### src/rtl/pic_controller.sv
// pic_controller: 8-input programmable interrupt controller.
// Masks and prioritises level requests, drives the CPU INT pin, supplies the
// interrupt vector during intack and tracks in-service levels for nesting.
// Register map: addr 0 = IMR (read/write), addr 1 = {ISR, IRR} read / EOI write.
// Handshake: int_out is raised for a latched winner; the CPU answers with
// intack, which moves the winner into ISR; the CPU later retires it with EOI.
// Optional build macro PIC_ROTATE_EN: rotating priority driven by a pointer
// that non-specific EOIs update. Without it, irq[0] is highest and irq[7] lowest.
module pic_controller #(
    parameter logic [15:0] VEC_BASE   = 16'h0000,
    parameter logic [7:0]  RESET_MASK = 8'h00
) (
    input  logic        clk,
    input  logic        rst,
    input  logic [7:0]  irq,
    input  logic        intack,
    input  logic        wr_en,
    input  logic        rd_en,
    input  logic        addr,
    input  logic [15:0] wdata,
    output logic [15:0] rdata,
    output logic        int_out,
    output logic [15:0] vector
);

    typedef enum logic [1:0] {
        IDLE = 2'd0,
        REQ  = 2'd1,
        SERV = 2'd2
    } state_t;

    state_t     state;
    logic [7:0] imr;
    logic [7:0] isr;
    logic [7:0] irr;
    logic [7:0] isr_next;
    logic [2:0] win;
    logic [2:0] ptr;

    logic       irr_found;
    logic [2:0] irr_idx;
    logic [2:0] irr_rank;
    logic       isr_found;
    logic [2:0] isr_idx;
    logic [2:0] isr_rank;
    logic       cand_valid;
    logic       eoi;

    logic       unused_wdata;
    assign unused_wdata = ^wdata[15:8];

    assign eoi = wr_en && addr;

`ifdef PIC_ROTATE_EN
    logic [2:0] rot_ptr;

    // Pointer names the lowest-priority level; a non-specific EOI moves it to the retired level.
    always_ff @(posedge clk) begin
        if (rst) begin
            rot_ptr <= 3'd7;
        end else if (eoi && wdata[3] && isr_found) begin
            rot_ptr <= isr_idx;
        end
    end

    assign ptr = rot_ptr;
`else
    // Pointer fixed at 7 makes the scan order 0,1,...,7: plain fixed priority.
    assign ptr = 3'd7;
`endif

    // Scan both IRR and ISR in priority order (ptr+1 first) and pick the winners.
    always_comb begin
        irr        = irq & ~imr;
        irr_found  = 1'b0;
        irr_idx    = 3'd0;
        irr_rank   = 3'd7;
        isr_found  = 1'b0;
        isr_idx    = 3'd0;
        isr_rank   = 3'd7;
        for (int k = 0; k < 8; k++) begin
            if (!irr_found && irr[ptr + 3'd1 + 3'(k)]) begin
                irr_found = 1'b1;
                irr_idx   = ptr + 3'd1 + 3'(k);
                irr_rank  = 3'(k);
            end
            if (!isr_found && isr[ptr + 3'd1 + 3'(k)]) begin
                isr_found = 1'b1;
                isr_idx   = ptr + 3'd1 + 3'(k);
                isr_rank  = 3'(k);
            end
        end
        // A request only qualifies if it outranks everything already in service.
        cand_valid = irr_found && (!isr_found || (irr_rank < isr_rank));
    end

    // Next ISR: EOI clear first, then the acknowledge set, so the set wins on the same bit.
    always_comb begin
        isr_next = isr;
        if (eoi) begin
            if (wdata[3]) begin
                if (isr_found) begin
                    isr_next[isr_idx] = 1'b0;
                end
            end else begin
                isr_next[wdata[2:0]] = 1'b0;
            end
        end
        if ((state == REQ) && intack) begin
            isr_next[win] = 1'b1;
        end
    end

    // Request FSM plus mask and in-service registers; int_out is registered and high only in REQ.
    always_ff @(posedge clk) begin
        if (rst) begin
            state   <= IDLE;
            int_out <= 1'b0;
            win     <= 3'd0;
            imr     <= RESET_MASK;
            isr     <= 8'h00;
        end else begin
            isr <= isr_next;
            if (wr_en && !addr) begin
                imr <= wdata[7:0];
            end
            case (state)
                IDLE: begin
                    if (cand_valid) begin
                        win     <= irr_idx;
                        state   <= REQ;
                        int_out <= 1'b1;
                    end
                end
                REQ: begin
                    // win stays frozen here: no re-arbitration once requested.
                    if (intack) begin
                        state   <= SERV;
                        int_out <= 1'b0;
                    end else if (!cand_valid) begin
                        state   <= IDLE;
                        int_out <= 1'b0;
                    end
                end
                SERV: begin
                    if (!intack) begin
                        state <= IDLE;
                    end
                end
                default: begin
                    state   <= IDLE;
                    int_out <= 1'b0;
                end
            endcase
        end
    end

    // Vector is only driven onto the data bus while the CPU acknowledges.
    always_comb begin
        vector = intack ? (VEC_BASE + {13'b0, win}) : 16'h0000;
    end

    // Side-effect-free register read mux.
    always_comb begin
        rdata = 16'h0000;
        if (rd_en) begin
            rdata = addr ? {isr, irr} : {8'h00, imr};
        end
    end

endmodule

### config.mk
export PLATFORM = sky130hd
export DESIGN_NAME = pic_controller
export DESIGN_NICKNAME = d
export VERILOG_FILES = /design/src/rtl/pic_controller.sv
export SDC_FILE = /design/constraint.sdc
export NUM_CORES = 1
export LEC_CHECK = 0
export BUFFER_PORTS_ARGS = -buffer_cell sky130_fd_sc_hd__buf_4
export CORE_MARGIN = 3
export CORE_UTILIZATION = 45
export DETAILED_ROUTE_END_ITERATION = 16
export PLACE_DENSITY_LB_ADDON = 0.05
export SYNTH_ARGS = -nofsm -noshare
export SYNTH_HDL_FRONTEND = slang
export SYNTH_SLANG_ARGS = --single-unit
### constraint.sdc
create_clock -name clk -period 1.9 [get_ports clk]
set_input_delay 0.19 -clock clk [delete_from_list [all_inputs] [get_ports clk]]
set_output_delay 0.19 -clock clk [all_outputs]
set_load 0.02 [all_outputs]
==> metrics.txt, run 1 <==
# TYPE chip_impl_metric gauge
chip_impl_info{name="run_status",value="complete, but fails checks"} 1
chip_impl_info{name="violated_checks",value="negative setup slack"} 1
chip_impl_metric{name="critical_path_buf_inv_count",unit=""} 0
chip_impl_metric{name="rows",unit=""} 21
chip_impl_metric{name="design.core.area",unit="mm²"} 0.00352
chip_impl_metric{name="globalRouteTotalUtil",unit="%"} 21.9
chip_impl_metric{name="ant_nets",unit=""} 0
chip_impl_metric{name="required",unit="ns"} 2.06
chip_impl_info{name="synth_most_common_cell",value="dfxtp_1"} 1
chip_impl_info{name="ctsRootBufferMaster",value="clkbuf_8"} 1
chip_impl_metric{name="power_per_cell_area",unit="mW/mm²"} 527
chip_impl_metric{name="post-place-ws",unit="ns"} -0.213
chip_impl_metric{name="pleak",unit="nW"} 1.10
chip_impl_metric{name="count_of_antenna_diodes_in_the_layout",unit=""} 0
chip_impl_metric{name="layout.filler_cells",unit=""} 315
chip_impl_metric{name="cts_inserted_buffers",unit=""} 3
chip_impl_metric{name="setup_slack",unit="ns"} -0.100
chip_impl_metric{name="drtPass1Iterations",unit=""} 4
chip_impl_metric{name="number_of_sinks_on_the_clock_net",unit=""} 22
chip_impl_info{name="criticalPathCategory",value="flip-flop to flip-flop"} 1
chip_impl_metric{name="cpPeakStageDelay",unit="ns"} 0.41
chip_impl_metric{name="die_area",unit="mm²"} 0.00463
chip_impl_metric{name="cell_count_after_synthesis",unit=""} 218
chip_impl_info{name="synth.cells.most_frequent",value="dfxtp_1 (22), nand2_1 (18), a21oi_1 (17), nor2_1 (16), mux2i_1 (15)"} 1
chip_impl_info{name="cp_cell_sequence",value="nor2b_4 -> a2111oi_4 -> ha_4 -> a21o_4 -> o31ai_4 -> and3_4 -> nor3_2"} 1
chip_impl_metric{name="multiInputGateArea",unit="mm²"} 0.00129
chip_impl_metric{name="synth-async-reset-ratio",unit="%"} 0
chip_impl_metric{name="synth_sequential_area_ratio",unit="%"} 25.4
chip_impl_metric{name="period_minus_slack",unit="ns"} 2.00
chip_impl_metric{name="area_delta_synth_final",unit="%"} 39.9
chip_impl_metric{name="dieHeight",unit="µm"} 68.1
chip_impl_metric{name="place_area",unit="mm²"} 0.00223
chip_impl_metric{name="syn_area_per_cell",unit="µm²"} 7.95
chip_impl_info{name="synth_area_leaders",value="dfxtp_1 (25%), mux2i_1 (8.7%), buf_4 (5.6%)"} 1
chip_impl_info{name="start_kind",value="flip-flop"} 1
chip_impl_info{name="cp-end-kind",value="flip-flop"} 1
chip_impl_metric{name="dpl.cell_count",unit=""} 322
chip_impl_metric{name="max_slew.worst_pin.slew",unit="ns"} 0.595
chip_impl_metric{name="final.period_utilization",unit="%"} 105
chip_impl_info{name="crit_path_top_delay_cell",value="a2111oi_4"} 1
chip_impl_metric{name="detail_route.drc_violations",unit=""} 0
chip_impl_metric{name="grt_pass1_wl",unit="µm"} 7870
chip_impl_metric{name="worst_ir_drop_vdd",unit="V"} 0.000368
chip_impl_metric{name="final_hold_violation_count",unit=""} 0
chip_impl_metric{name="synth_cell_type_count",unit=""} 50
chip_impl_metric{name="cts-root-to-sink-buffers",unit=""} 2
chip_impl_metric{name="gp_congestion",unit=""} 0.849
chip_impl_metric{name="design_area",unit="mm²"} 0.00242
chip_impl_info{name="synth.largest_area_cell",value="dfxtp_1"} 1
chip_impl_metric{name="layout-drive-gt1-share",unit="%"} 39.3
chip_impl_metric{name="clock_insertion_delay_worst_skew",unit="ns"} 0.27
chip_impl_metric{name="x_dimension_of_the_die",unit="µm"} 68.1
chip_impl_metric{name="fin_cells",unit=""} 331
chip_impl_info{name="critPathTopFamily",value="compound AO/OA/AOI/OAI gates"} 1
chip_impl_metric{name="critical_path.max_fanout",unit=""} 7
chip_impl_metric{name="max-cap-violations",unit=""} 0
chip_impl_metric{name="route.final.wire_length",unit="µm"} 4580
chip_impl_metric{name="totalNegativeSetupSlack",unit="ns"} -0.356
chip_impl_metric{name="share_of_the_synthesized_area_in_the_top_cell_type",unit="%"} 25.4
chip_impl_metric{name="total_power",unit="mW"} 1.28
chip_impl_metric{name="clk_pin_slew",unit="ns"} 0.08
chip_impl_metric{name="finish.net_count",unit=""} 318
chip_impl_info{name="cts_tree",value="built"} 1
chip_impl_metric{name="boundary_pin_count",unit=""} 63
chip_impl_metric{name="utilization",unit="%"} 68.9
chip_impl_info{name="rsz0062_at_grt",value="yes"} 1
chip_impl_metric{name="maximum_number_of_pins_on_one_net_before_global_route_repair",unit=""} 27
chip_impl_metric{name="drt_first_iter_violations",unit=""} 104
chip_impl_metric{name="max_clock_freq",unit="MHz"} 500
chip_impl_info{name="hold_class",value="input pin to flip-flop"} 1
chip_impl_metric{name="initial_utilization",unit="%"} 49.2
chip_impl_info{name="main_synth_ff_type",value="dfxtp_1"} 1
chip_impl_metric{name="syn-cell-area",unit="mm²"} 0.00173
chip_impl_metric{name="detailedPlacementHpwl",unit="µm"} 3460
chip_impl_metric{name="htreeDepth",unit=""} 1
chip_impl_metric{name="report.final.setup_viol",unit=""} 6
chip_impl_metric{name="cp.arrival",unit="ns"} 2.16
chip_impl_metric{name="synth-edff-count",unit=""} 0
chip_impl_metric{name="vias_per_cell",unit=""} 5.31
chip_impl_metric{name="wire_per_inst",unit="µm"} 13.8
chip_impl_metric{name="slew_headroom",unit="%"} 60.0
chip_impl_metric{name="final_max_slew_viol_count",unit=""} 0
chip_impl_metric{name="via_count",unit=""} 1756
chip_impl_metric{name="antenna_violations_before_repair",unit=""} 0
chip_impl_metric{name="area_taken_by_flip_flops_and_latches",unit="µm²"} 448
chip_impl_metric{name="fin_hold_ws",unit="ns"} 0.159
chip_impl_metric{name="postSynthRegisterBits",unit=""} 22
chip_impl_metric{name="grt_pass1_vias",unit=""} 1687
chip_impl_metric{name="total_global_routing_overflow",unit=""} 0
chip_impl_metric{name="yosys_warnings",unit=""} 0
chip_impl_metric{name="final.setup_skew",unit="ns"} 0.00112
chip_impl_metric{name="portBuffers",unit=""} 41
-- cell families after synthesis --
family          count (synthesis)  synth area share, %
flops                          22                 25.4
mux                            15                 8.66
simple gates                   96                 31.9
xor+xnor                        1                0.506
other cells                     1                0.216
compound gates                 54                 23.2
buf+inv                        27                 8.66
fa+ha+maj                       2                 1.44
-- per-layer routing --
layer  share of wire (%)  global-route usage (%)  vias to the layer above  wire, µm
met2                  43                    34.2                       70      1980
met5                   0                       0                        -         0
met4                0.42                    3.23                        0        19
met1                  48                    30.8                      786      2200
li1                    -                       -                      897         -
met3                 8.1                    5.42                        3       371
-- worst paths after layout --
kind	startpoint	slack (ns)	cells after the start	to
worst max-delay path	imr[2]	-0.1	7	win[0]
worst min-delay path	wdata[7]	0.16	3	imr[7]
worst max register to register	imr[2]	-0.1	7	win[0]
worst min register to register	imr[6]	0.54	2	imr[6]
-- registers in the layout, summed over array words and instances (netlist names) --
| register | flops |
|---|---|
| imr | 8 |
| isr | 8 |
| win | 3 |
| state | 2 |
| int_out | 1 |
-- report_power, final --
| part | switching (mW) | leakage [nW] | internal [mW] |
|---|---|---|---|
| Sequential | 0.0256 | 0.182 | 0.484 |
| Clock | 0.158 | 0.0288 | 0.185 |
| Combinational | 0.224 | 0.890 | 0.202 |
| Total | 0.407 | 1.10 | 0.871 |
-- what timing repair did --
| action | 4_1_cts | 5_1_grt |
|---|---|---|
| hold buffers | 0 | 0 |
| resized for setup | 11 | 16 |
| setup buffers | 3 | 2 |
| pin swaps | 8 | 5 |
| endpoints found under the setup margin | 5 | 10 |
-- worst reg2reg max path, stage by stage, from the launching register on --
cell	delay (ns)
dfxtp_2	0.36
nor2b_4	0.05
a2111oi_4	0.41
ha_4	0.27
a21o_4	0.22
o31ai_4	0.30
and3_4	0.25
nor3_2	0.03
-- area by class of cell --
cell class,instances,area share (%)
Clock buffer,4,2.27
Inverter,5,0.774
Tap cell,46,2.37
Timing Repair Buffer,73,22.8
Sequential cell,22,18.5
Multi-Input combinational cell,181,53.4
-- layout by cell type, fill, tap and decap left out, types with 4 or more instances in the layout --
cell | Yosys | layout
nor2b_1 | 6 | 4
a21oi_1 | 17 | 15
conb_1 | 1 | 13
nand2b_1 | 6 | 6
and2_1 | 11 | 11
nand2_1 | 18 | 17
a32oi_1 | 4 | 4
nor2_1 | 16 | 14
dfxtp_1 | 22 | 18
nor3b_1 | 5 | 5
nor3_1 | 6 | 6
clkbuf_8 | 0 | 4
o21ai_0 | 7 | 6
mux2i_1 | 15 | 15
and3_1 | 9 | 9
buf_4 | 13 | 72
No activity file was read; power rests on OpenSTA's default activity.
==> run 2: changes to the inputs <==
--- a/config.mk
+++ b/config.mk
@@ -5,11 +5,14 @@
 export SDC_FILE = /design/constraint.sdc
 export NUM_CORES = 1
 export LEC_CHECK = 0
+export ABC_AREA = 1
 export BUFFER_PORTS_ARGS = -buffer_cell sky130_fd_sc_hd__buf_4
 export CORE_MARGIN = 3
 export CORE_UTILIZATION = 45
 export DETAILED_ROUTE_END_ITERATION = 16
 export PLACE_DENSITY_LB_ADDON = 0.05
+export REMOVE_ABC_BUFFERS = 1
+export SETUP_SLACK_MARGIN = 0.02
 export SYNTH_ARGS = -nofsm -noshare
 export SYNTH_HDL_FRONTEND = slang
 export SYNTH_SLANG_ARGS = --single-unit
==> run 2 against run 1 <==
  * The flow now finishes without violations
  * Register-to-register slack better by 0.23 ns
  * Total power grew 9.2%
  * Critical path depth grew 10
  * Non-clock buffer count is 20 lower
  * Cell count rose by 9.1%
  * Count of clock-buffer cells in the layout shrank 1
  * Via count grew 1.4%
  * Clock skew is 0.0040 ns higher
  * Sequential cell count stayed put
  * Largest cell class unchanged
  * Largest power group unchanged
  * Highest routed layer unchanged
==> metrics.txt, run 2 <==
# TYPE chip_impl_metric gauge
chip_impl_metric{name="grt_pass1_vias",unit=""} 1599
chip_impl_metric{name="post-place-ws",unit="ns"} 0.0329
chip_impl_metric{name="p_sw_share",unit="%"} 32.4
chip_impl_metric{name="utilization",unit="%"} 62.4
chip_impl_info{name="final_common_cell",value="buf_4"} 1
chip_impl_metric{name="setup_slack",unit="ns"} 0.132
chip_impl_metric{name="boundary_pin_count",unit=""} 63
chip_impl_metric{name="power.net_switching",unit="mW"} 0.453
chip_impl_metric{name="finish.net_count",unit=""} 348
chip_impl_metric{name="cpPeakStageDelay",unit="ns"} 0.36
chip_impl_info{name="run_status",value="complete, no violations"} 1
chip_impl_metric{name="layout-drive-gt1-share",unit="%"} 29.8
chip_impl_metric{name="min_path_cells",unit=""} 3
chip_impl_info{name="worst_r2r_endpoint",value="int_out"} 1
chip_impl_metric{name="total_power",unit="mW"} 1.40
chip_impl_info{name="cts_tree",value="built"} 1
chip_impl_metric{name="report.final.setup_viol",unit=""} 0
chip_impl_metric{name="vias_per_cell",unit=""} 4.93
chip_impl_metric{name="detail_route.drc_violations",unit=""} 0
chip_impl_metric{name="portBuffers",unit=""} 41
chip_impl_metric{name="number_of_sinks_on_the_clock_net",unit=""} 22
chip_impl_info{name="busiest_layer",value="met2"} 1
chip_impl_metric{name="rows",unit=""} 21
chip_impl_metric{name="final.period_utilization",unit="%"} 93.0
chip_impl_metric{name="syn-cell-area",unit="mm²"} 0.00170
chip_impl_metric{name="initial_utilization",unit="%"} 48.8
chip_impl_metric{name="detailedPlacementHpwl",unit="µm"} 3310
chip_impl_metric{name="critical_path.max_fanout",unit=""} 5
chip_impl_metric{name="maximum_number_of_pins_on_one_net_before_global_route_repair",unit=""} 20
chip_impl_metric{name="cts-root-to-sink-buffers",unit=""} 2
chip_impl_metric{name="drtPass1Iterations",unit=""} 4
chip_impl_info{name="timing.hold.worst.start",value="wdata[6]"} 1
chip_impl_info{name="ctsRootBufferMaster",value="clkbuf_8"} 1
chip_impl_metric{name="dieHeight",unit="µm"} 67.5
chip_impl_info{name="synth.largest_area_cell",value="dfxtp_1"} 1
chip_impl_metric{name="r2r_cells",unit=""} 17
chip_impl_metric{name="max_clock_freq",unit="MHz"} 566
chip_impl_info{name="rsz0062_at_grt",value="yes"} 1
chip_impl_metric{name="antenna_violations_before_repair",unit=""} 0
chip_impl_info{name="critPathTopFamily",value="simple AND/OR/NAND/NOR gates"} 1
chip_impl_metric{name="area_delta_synth_final",unit="%"} 28.0
chip_impl_metric{name="totalNegativeSetupSlack",unit="ns"} 0
chip_impl_info{name="cp_cell_sequence",value="inv_2 -> nand2_4 -> nand2_4 -> nor2_8 -> o21ai_2 -> nand2_1 -> inv_1 -> ha_1 -> nand2_1 -> inv_1 -> nand2_1 -> nand2_2 -> nand2_4 -> nand3_4 -> nand2_1 -> inv_1 -> nor2_1"} 1
chip_impl_info{name="main_synth_ff_type",value="dfxtp_1"} 1
chip_impl_metric{name="synth-edff-count",unit=""} 0
chip_impl_metric{name="layout.filler_cells",unit=""} 359
chip_impl_metric{name="share_of_the_synthesized_area_in_the_top_cell_type",unit="%"} 25.8
chip_impl_metric{name="final_max_slew_viol_count",unit=""} 0
chip_impl_metric{name="synth_cell_type_count",unit=""} 31
chip_impl_metric{name="drt_first_iter_violations",unit=""} 89
chip_impl_metric{name="place_area",unit="mm²"} 0.00204
chip_impl_info{name="cp_common_cell",value="nand2_1"} 1
chip_impl_info{name="crit-reg2reg-launch",value="imr[2]"} 1
chip_impl_metric{name="setup_slack_of_the_most_critical_reg_to_reg_path",unit="ns"} 0.13
chip_impl_info{name="layout.cells.most_common_list",value="buf_4 (53), inv_1 (39), nor2_1 (34)"} 1
chip_impl_metric{name="dpl.cell_count",unit=""} 352
chip_impl_metric{name="synth-async-reset-ratio",unit="%"} 0
chip_impl_metric{name="count_of_antenna_diodes_in_the_layout",unit=""} 0
chip_impl_metric{name="required",unit="ns"} 2.11
chip_impl_metric{name="critical_path_buf_inv_count",unit=""} 4
chip_impl_info{name="synth.cells.most_frequent",value="inv_1 (41), nor2_1 (34), nand2_1 (33), o21ai_0 (29), a21oi_1 (26)"} 1
chip_impl_metric{name="total_global_routing_overflow",unit=""} 0
chip_impl_metric{name="cell_count_after_synthesis",unit=""} 265
chip_impl_metric{name="fin_cells",unit=""} 361
chip_impl_metric{name="cts_inserted_buffers",unit=""} 3
chip_impl_metric{name="max-cap-violations",unit=""} 0
chip_impl_metric{name="groute.layer.met1.usage",unit="%"} 25.1
chip_impl_info{name="crit_path_top_delay_cell",value="dfxtp_2"} 1
chip_impl_metric{name="ant_nets",unit=""} 0
chip_impl_metric{name="period_minus_slack",unit="ns"} 1.77
chip_impl_metric{name="power.clock.fraction",unit="%"} 31.8
chip_impl_info{name="start_kind",value="flip-flop"} 1
chip_impl_info{name="hold_class",value="input pin to flip-flop"} 1
chip_impl_metric{name="wire_per_inst",unit="µm"} 12.0
chip_impl_metric{name="clk_pin_slew",unit="ns"} 0.09
chip_impl_metric{name="die_area",unit="mm²"} 0.00456
chip_impl_metric{name="cp.arrival",unit="ns"} 1.98
chip_impl_metric{name="clock_insertion_delay_worst_skew",unit="ns"} 0.27
chip_impl_info{name="top_regs",value="imr x8, isr x8, win x3"} 1
chip_impl_metric{name="power_per_cell_area",unit="mW/mm²"} 640
chip_impl_metric{name="gp_congestion",unit=""} 0.819
chip_impl_metric{name="grt_use_met3",unit="%"} 2.50
chip_impl_metric{name="grt_pass1_wl",unit="µm"} 6980
chip_impl_metric{name="x_dimension_of_the_die",unit="µm"} 67.5
chip_impl_metric{name="synth_sequential_area_ratio",unit="%"} 25.8
chip_impl_metric{name="design.core.area",unit="mm²"} 0.00349
chip_impl_info{name="synth_area_leaders",value="dfxtp_1 (26%), inv_1 (9.0%), o21ai_0 (8.5%)"} 1
chip_impl_info{name="cp-end-kind",value="flip-flop"} 1
chip_impl_metric{name="syn_area_per_cell",unit="µm²"} 6.43
chip_impl_metric{name="postSynthRegisterBits",unit=""} 22
chip_impl_metric{name="pwr-share-comb",unit="%"} 30.9
chip_impl_metric{name="internal_power",unit="mW"} 0.943
chip_impl_metric{name="yosys_warnings",unit=""} 0
chip_impl_metric{name="globalRouteTotalUtil",unit="%"} 19.7
chip_impl_metric{name="fin_hold_ws",unit="ns"} 0.141
chip_impl_metric{name="htreeDepth",unit=""} 1
chip_impl_metric{name="via_count",unit=""} 1781
chip_impl_metric{name="final_hold_violation_count",unit=""} 0
chip_impl_metric{name="met2_layer_usage_reported_by_global_route",unit="%"} 34.0
chip_impl_metric{name="power_frac_seq",unit="%"} 37.3
chip_impl_info{name="synth_most_common_cell",value="inv_1"} 1
chip_impl_metric{name="final.setup_skew",unit="ns"} 0.00515
chip_impl_metric{name="worst_ir_drop_vdd",unit="V"} 0.000384
chip_impl_metric{name="pleak",unit="nW"} 1.12
chip_impl_metric{name="route.final.wire_length",unit="µm"} 4330
chip_impl_info{name="criticalPathCategory",value="flip-flop to flip-flop"} 1
chip_impl_metric{name="design_area",unit="mm²"} 0.00218
chip_impl_info{name="whs_endpoint",value="imr[6]"} 1
-- run 2: layer usage --
metal / part of all wire [%] / vias to the layer above
met2: 48 / 50
met4: 1.2 / 0
li1: - / 940
met5: 0 / -
met3: 4.6 / 5
met1: 46 / 786
-- run 2: kinds of logic (layout without fill, tap and decap cells) --
kind of cell               count (synthesis)  after routing  synth area share, %
DFF                                       22             22                 25.8
buffers and inverters                     65            103                 17.7
and+or+nand+nor                          107            107                 32.5
AOI/OAI and AO/OA                         68             68                 22.2
adders and majority gates                  2              2                 1.47
other                                      1             13                0.220
-- run 2: power groups by stage --
stage               logic [mW]  registers, mW  clock network [mW]
floorplan                0.259          0.528                   0
global placement         0.403          0.529                   0
detailed placement       0.406          0.529                   0
CTS                      0.408          0.519               0.457
global route             0.480          0.526               0.474
finish                   0.431          0.520               0.445
-- run 2: final cells by class --
class                           instances  area (µm²)  area share, %
Sequential cell                        22         450           20.6
Timing Repair Buffer                   53         398           18.2
Tap cell                               46        57.6           2.64
Multi-Input combinational cell        190        1030           47.3
Inverter                               46         173           7.91
Clock buffer                            3        41.3           1.89
Clock inverter                          1        30.0           1.38
-- run 2: timing repair --
action,4_1_cts,5_1_grt
hold buffers,0,0
setup endpoints to repair,1,5
gates resized for setup,1,16
buffers inserted,0,5
pin swaps,0,10
-- run 2: worst max-delay path by stage --
stage                     startpoint       to  cells after the start
after floorplan               imr[5]   win[1]                     15
after global routing          imr[2]  int_out                     17
after detailed placement      imr[1]   win[1]                     17
after CTS                     imr[2]   win[1]                     17
final                         imr[2]  int_out                     17
after global placement        imr[1]   win[1]                     17
-- run 2: worst register-to-register path: stages (launching register included) --
cell	delay (ns)
dfxtp_2	0.36
inv_2	0.05
nand2_4	0.08
nand2_4	0.07
nor2_8	0.11
o21ai_2	0.07
nand2_1	0.08
inv_1	0.05
ha_1	0.26
nand2_1	0.06
inv_1	0.04
nand2_1	0.06
nand2_2	0.06
nand2_4	0.09
nand3_4	0.08
nand2_1	0.08
inv_1	0.03
nor2_1	0.09
